## config.mk

```make
export PLATFORM = sky130hd
export DESIGN_NAME = regfile_wr_arbiter
export DESIGN_NICKNAME = d
export VERILOG_FILES = /design/src/rtl/regfile_pkg.sv /design/src/rtl/rr_arb2.sv /design/src/rtl/regfile_wr_arbiter.sv
export SDC_FILE = /design/constraint.sdc
export NUM_CORES = 1
export LEC_CHECK = 0
export BUFFER_PORTS_ARGS = -buffer_cell sky130_fd_sc_hd__buf_2
export CELL_PAD_IN_SITES_DETAIL_PLACEMENT = 0
export CELL_PAD_IN_SITES_GLOBAL_PLACEMENT = 2
export CORE_MARGIN = 5
export CORE_UTILIZATION = 24
export CTS_CLUSTER_SIZE = 25
export DETAILED_ROUTE_END_ITERATION = 8
export PLACE_DENSITY_LB_ADDON = 0.1
export SYNTH_ARGS = -nofsm -noshare
export SYNTH_HDL_FRONTEND = slang
export SYNTH_SLANG_ARGS = --single-unit
```

## constraint.sdc

```tcl
create_clock -name clk -period 4.7 [get_ports clk]
set_clock_uncertainty 0.05 [all_clocks]
set_input_delay 0.94 -clock clk [delete_from_list [all_inputs] [get_ports clk]]
set_output_delay 0.94 -clock clk [all_outputs]
set_load 0.02 [all_outputs]
```

## src/rtl/regfile_pkg.sv

```systemverilog
// Shared definitions for the register-file write-port arbiter.
//   DATA_W / ADDR_W / ZERO_REG / CNT_W : default widths and the discarded register index
//   wr_req_t                           : one writeback request (destination + data)
//   req_id_e                           : requester identity, used for the last-grant record
package regfile_pkg;

  localparam int unsigned DATA_W   = 64;
  localparam int unsigned ADDR_W   = 5;
  localparam int unsigned ZERO_REG = 31;
  localparam int unsigned CNT_W    = 16;

  typedef struct packed {
    logic [ADDR_W-1:0] addr;
    logic [DATA_W-1:0] data;
  } wr_req_t;

  typedef enum logic {
    REQ_A = 1'b0,
    REQ_B = 1'b1
  } req_id_e;

endpackage

```

## src/rtl/rr_arb2.sv

```systemverilog
// Two-way round-robin arbiter.
//   clk, reset : clock and synchronous active-high reset
//   req[1:0]   : request vector, bit 0 = requester A, bit 1 = requester B
//   advance    : a transfer happened this cycle; record the current grant
//   gnt[1:0]   : one-hot grant, all zero while reset is asserted
module rr_arb2 (
  input  logic       clk,
  input  logic       reset,
  input  logic [1:0] req,
  input  logic       advance,
  output logic [1:0] gnt
);
  import regfile_pkg::*;

  req_id_e last_grant;
  req_id_e last_grant_next;

  always_ff @(posedge clk) begin
    if (reset) begin
      // B as the last winner means A takes the first tie.
      last_grant <= REQ_B;
    end else begin
      last_grant <= last_grant_next;
    end
  end

  always_comb begin
    gnt             = 2'b00;
    last_grant_next = last_grant;
    if (!reset) begin
      if (req == 2'b11) begin
        gnt = (last_grant == REQ_B) ? 2'b01 : 2'b10;
      end else begin
        gnt = req;
      end
    end
    if (advance) begin
      last_grant_next = gnt[1] ? REQ_B : REQ_A;
    end
  end

endmodule

```

## src/rtl/regfile_wr_arbiter.sv

```systemverilog
// Shares the register-file write port (we3/wa3/wd3) between the ALU (A) and
// load (B) writeback requesters.
//   a_valid/a_addr/a_data/a_ready : requester A handshake
//   b_valid/b_addr/b_data/b_ready : requester B handshake
//   we3/wa3/wd3                   : registered register-file write port
//   pending                       : one-hot of the register written this cycle
//   stall_cnt                     : saturating count of cycles a valid requester was refused
module regfile_wr_arbiter #(
  parameter int unsigned DATA_W   = regfile_pkg::DATA_W,
  parameter int unsigned ADDR_W   = regfile_pkg::ADDR_W,
  parameter int unsigned ZERO_REG = regfile_pkg::ZERO_REG,
  parameter int unsigned CNT_W    = regfile_pkg::CNT_W
) (
  input  logic              clk,
  input  logic              reset,
  input  logic              a_valid,
  input  logic [ADDR_W-1:0] a_addr,
  input  logic [DATA_W-1:0] a_data,
  output logic              a_ready,
  input  logic              b_valid,
  input  logic [ADDR_W-1:0] b_addr,
  input  logic [DATA_W-1:0] b_data,
  output logic              b_ready,
  output logic              we3,
  output logic [ADDR_W-1:0] wa3,
  output logic [DATA_W-1:0] wd3,
  output logic [31:0]       pending,
  output logic [CNT_W-1:0]  stall_cnt
);

  logic [1:0]        req;
  logic [1:0]        gnt;
  logic              xfer;
  logic              keep;
  logic              stall;
  logic [ADDR_W-1:0] sel_addr;
  logic [DATA_W-1:0] sel_data;

  assign req = {b_valid, a_valid};

  rr_arb2 u_arb (
    .clk     (clk),
    .reset   (reset),
    .req     (req),
    .advance (xfer),
    .gnt     (gnt)
  );

  assign a_ready  = gnt[0];
  assign b_ready  = gnt[1];
  assign xfer     = |(req & gnt);
  assign sel_addr = gnt[1] ? b_addr : a_addr;
  assign sel_data = gnt[1] ? b_data : a_data;

  // Zero-register writes complete the handshake but never reach the port.
  assign keep  = xfer && (sel_addr != ADDR_W'(ZERO_REG));
  assign stall = (a_valid && !a_ready) || (b_valid && !b_ready);

  always_ff @(posedge clk) begin
    if (reset) begin
      we3 <= 1'b0;
      wa3 <= '0;
      wd3 <= '0;
    end else begin
      we3 <= keep;
      if (keep) begin
        wa3 <= sel_addr;
        wd3 <= sel_data;
      end
    end
  end

  always_comb begin
    pending = '0;
    if (we3) begin
      pending = 32'd1 << wa3;
    end
  end

  always_ff @(posedge clk) begin
    if (reset) begin
      stall_cnt <= '0;
    end else if (stall && (stall_cnt != '1)) begin
      stall_cnt <= stall_cnt + 1'b1;
    end
  end

endmodule

```

==> flow_summary.ini <==
[status]
status = complete, no violations

[global_routing]
grt_pass1_wl_um = 24600
use_met3 = 0.0572
globalRouteMet2Util = 0.248
global_route.overflow_total = 0
grt_start_max_net_pins = 81
top_usage_layer = met2
track_usage = 0.150
antenna_found_initial = 1
gr-usage-met1 = 0.182
grt_pass1_vias = 4641

[clock_tree]
cts_made_buffers = 9
h-tree-depth = 3
cts_tree = done
clk_latency_ns = 0.34
path_clk_slew_ns = 0.06
cts_buffer_depth = 2
postCtsHoldBufs = 0
cts_root_buf = clkbuf_16
ctsResizeCount = 0
postCtsSetupRepairBufs = 0
cts_sinks = 87

[yosys]
synth_common_cells = nand2_1 (146), dfxtp_1 (87), a31o_1 (59)
syn-num-nets = 684
synth-simple-area-share = 0.232
synth_edf_count = 0
synth_largest_area_cell = dfxtp_1
synthMuxAreaShare = 0.00700
ys_seq_area_frac = 0.406
yosys_register_bits = 87
ys.flop_type = dfxtp_1
synth_xor_area_frac = 0.0286
syn_inst = 541
ys_types = 37
netlist.area_leader.share = 0.406
async_flop_share = 0
synth.most_common_cell = nand2_1
synth_area_leaders = dfxtp_1 (41%), nand2_1 (13%), a31o_1 (12%), a21oi_1 (5.5%), nor2_1 (4.5%)
synth_top_family_by_area = compound AO/OA/AOI/OAI gates
synth_compound_area_frac = 0.263
yosysWarnings = 0
synth-adder-area-share = 0.00525
syn_area_per_cell_um2 = 7.93
syn_area_um2 = 4290

[routing]
ant_nets = 0
drtIter0Drc = 225
wl_per_cell_um = 16.0
drc = 0
drt-total-wl_um = 16100
num_vias = 4707
first_pass_iters = 4
vias_per_cell = 4.68

[die]
die_h_um = 144
die_area_um2 = 20700
die_x_um = 144
num_io_pins = 262
initial_utilization = 0.246
std_cell_rows = 48
core_um2 = 17400

[layout]
fillers = 1927
multiInputGateArea_um2 = 2310
finalInstanceArea_um2 = 5990
ff_latch_area_um2 = 1740
area_growth_pct = 39.7
layout-drive-gt1-share = 0.401
n_antenna_cell = 0
nets = 918
utilization = 0.344

[setup_path]
path_common_cell = buf_2
crit_slowest_cell = buf_4
path_buf_inv = 4
rr_startpoint = u_arb.last_grant$_SDFFE_PP1P_
cp-end-kind = primary output
cp.arrival_ns = 2.41
crit_chain = buf_2 > inv_2 > buf_4 > and3_1 > buf_2
cp-startpoint = reset
crit_path_max_incr_delay_ns = 0.66
path_max_fanout = 72
worstSetupPathType = input pin to primary output
start_kind = input pin
crit_family = buffers and inverters
cp_data_required_time_ns = 3.71

[sta]
tightest_slew_ns = 0.830
slew_viol_final = 0
post-route-min-period_ns = 3.40
final-hold-violation-count = 0
setup_ws_ns = 1.30
finalCritPeriodShare = 0.723
setup_tns_ns = 0
rsz0062_at_grt = no
clock.fmax_mhz = 294
setup_violations = 0
slew_headroom = 0.447

[pwr]
leakage_nw = 2.94
ir_drop_mv = 0.163
p_per_area_nw_per_um2 = 333

[placement]
place_ws_ns = 1.28
hpwl_um = 11700
io_buffers = 261
routabilityCongestion = 0.790
place_area_um2 = 5690

[hold_path]
hp-class = flop to flop
min_from = wd3[40]$_SDFFE_PP0P_

[flow_run]
cap_violations = 0
layout make-up:
class | count | share of cell area
Multi-Input combinational cell | 409 | 0.385
Clock buffer | 11 | 0.0405
Sequential cell | 87 | 0.291
Inverter | 3 | 0.00188
Tap cell | 225 | 0.0470
Clock inverter | 5 | 0.00960
Timing Repair Buffer | 265 | 0.225
final timing paths:
| kind | to | slack [ns] | depth (start not counted) |
|---|---|---|---|
| max | a_ready | 1.30 | 5 |
| min | wd3[40]$_SDFFE_PP0P_ | 0.42 | 1 |
| max reg2reg | wa3[4]$_SDFFE_PP0P_ | 2.38 | 6 |
| min reg2reg | wd3[40]$_SDFFE_PP0P_ | 0.42 | 1 |
cell usage in the layout, fill, tap and decap left out, types with 5 or more instances in the layout:
| cell type | synthesis | final |
|---|---|---|
| a31o_1 | 59 | 59 |
| nand2_1 | 146 | 145 |
| and3_1 | 5 | 5 |
| a21oi_1 | 47 | 47 |
| nor2_1 | 51 | 51 |
| dfxtp_1 | 87 | 87 |
| nand4_1 | 7 | 7 |
| nand3_1 | 8 | 8 |
| a31o_2 | 6 | 6 |
| xor2_1 | 14 | 14 |
| a21oi_2 | 20 | 20 |
| o21ai_0 | 6 | 6 |
| clkbuf_16 | 0 | 9 |
| buf_2 | 4 | 261 |
state kept, by name, indices dropped and copies added, names as in the netlist:
register          flops
u_arb.last_grant      1
wd3                  64
we3                   1
wa3                   5
stall_cnt            16
power breakdown:
part	switching [mW]	internal [mW]
registers	0.0385	0.801
logic	0.262	0.164
clock network	0.305	0.427
per-stage QoR:
step	total power [mW]	cells	hold slack, ns
final	2.00	1005	0.416
after global routing	2.11	1005	0.433
after CTS	2.03	1005	0.421
after detailed placement	1.29	989	0.407
after global placement	1.28	989	0.401
after floorplan	1.12	541	0.449
cells by family (layout without fill, tap and decap cells):
| family | after synthesis | after routing |
|---|---|---|
| mux | 3 | 3 |
| flops | 87 | 87 |
| xor+xnor | 14 | 14 |
| fa+ha+maj | 2 | 2 |
| compound gates | 153 | 153 |
| buf+inv | 45 | 284 |
| simple gates | 237 | 237 |
per-layer routing:
layer	up-vias	wire [um]
li1	2346	-
met4	2	214
met5	-	7
met3	15	1550
met2	169	7530
met1	2175	6770
No activity file was read; power rests on OpenSTA's default activity.
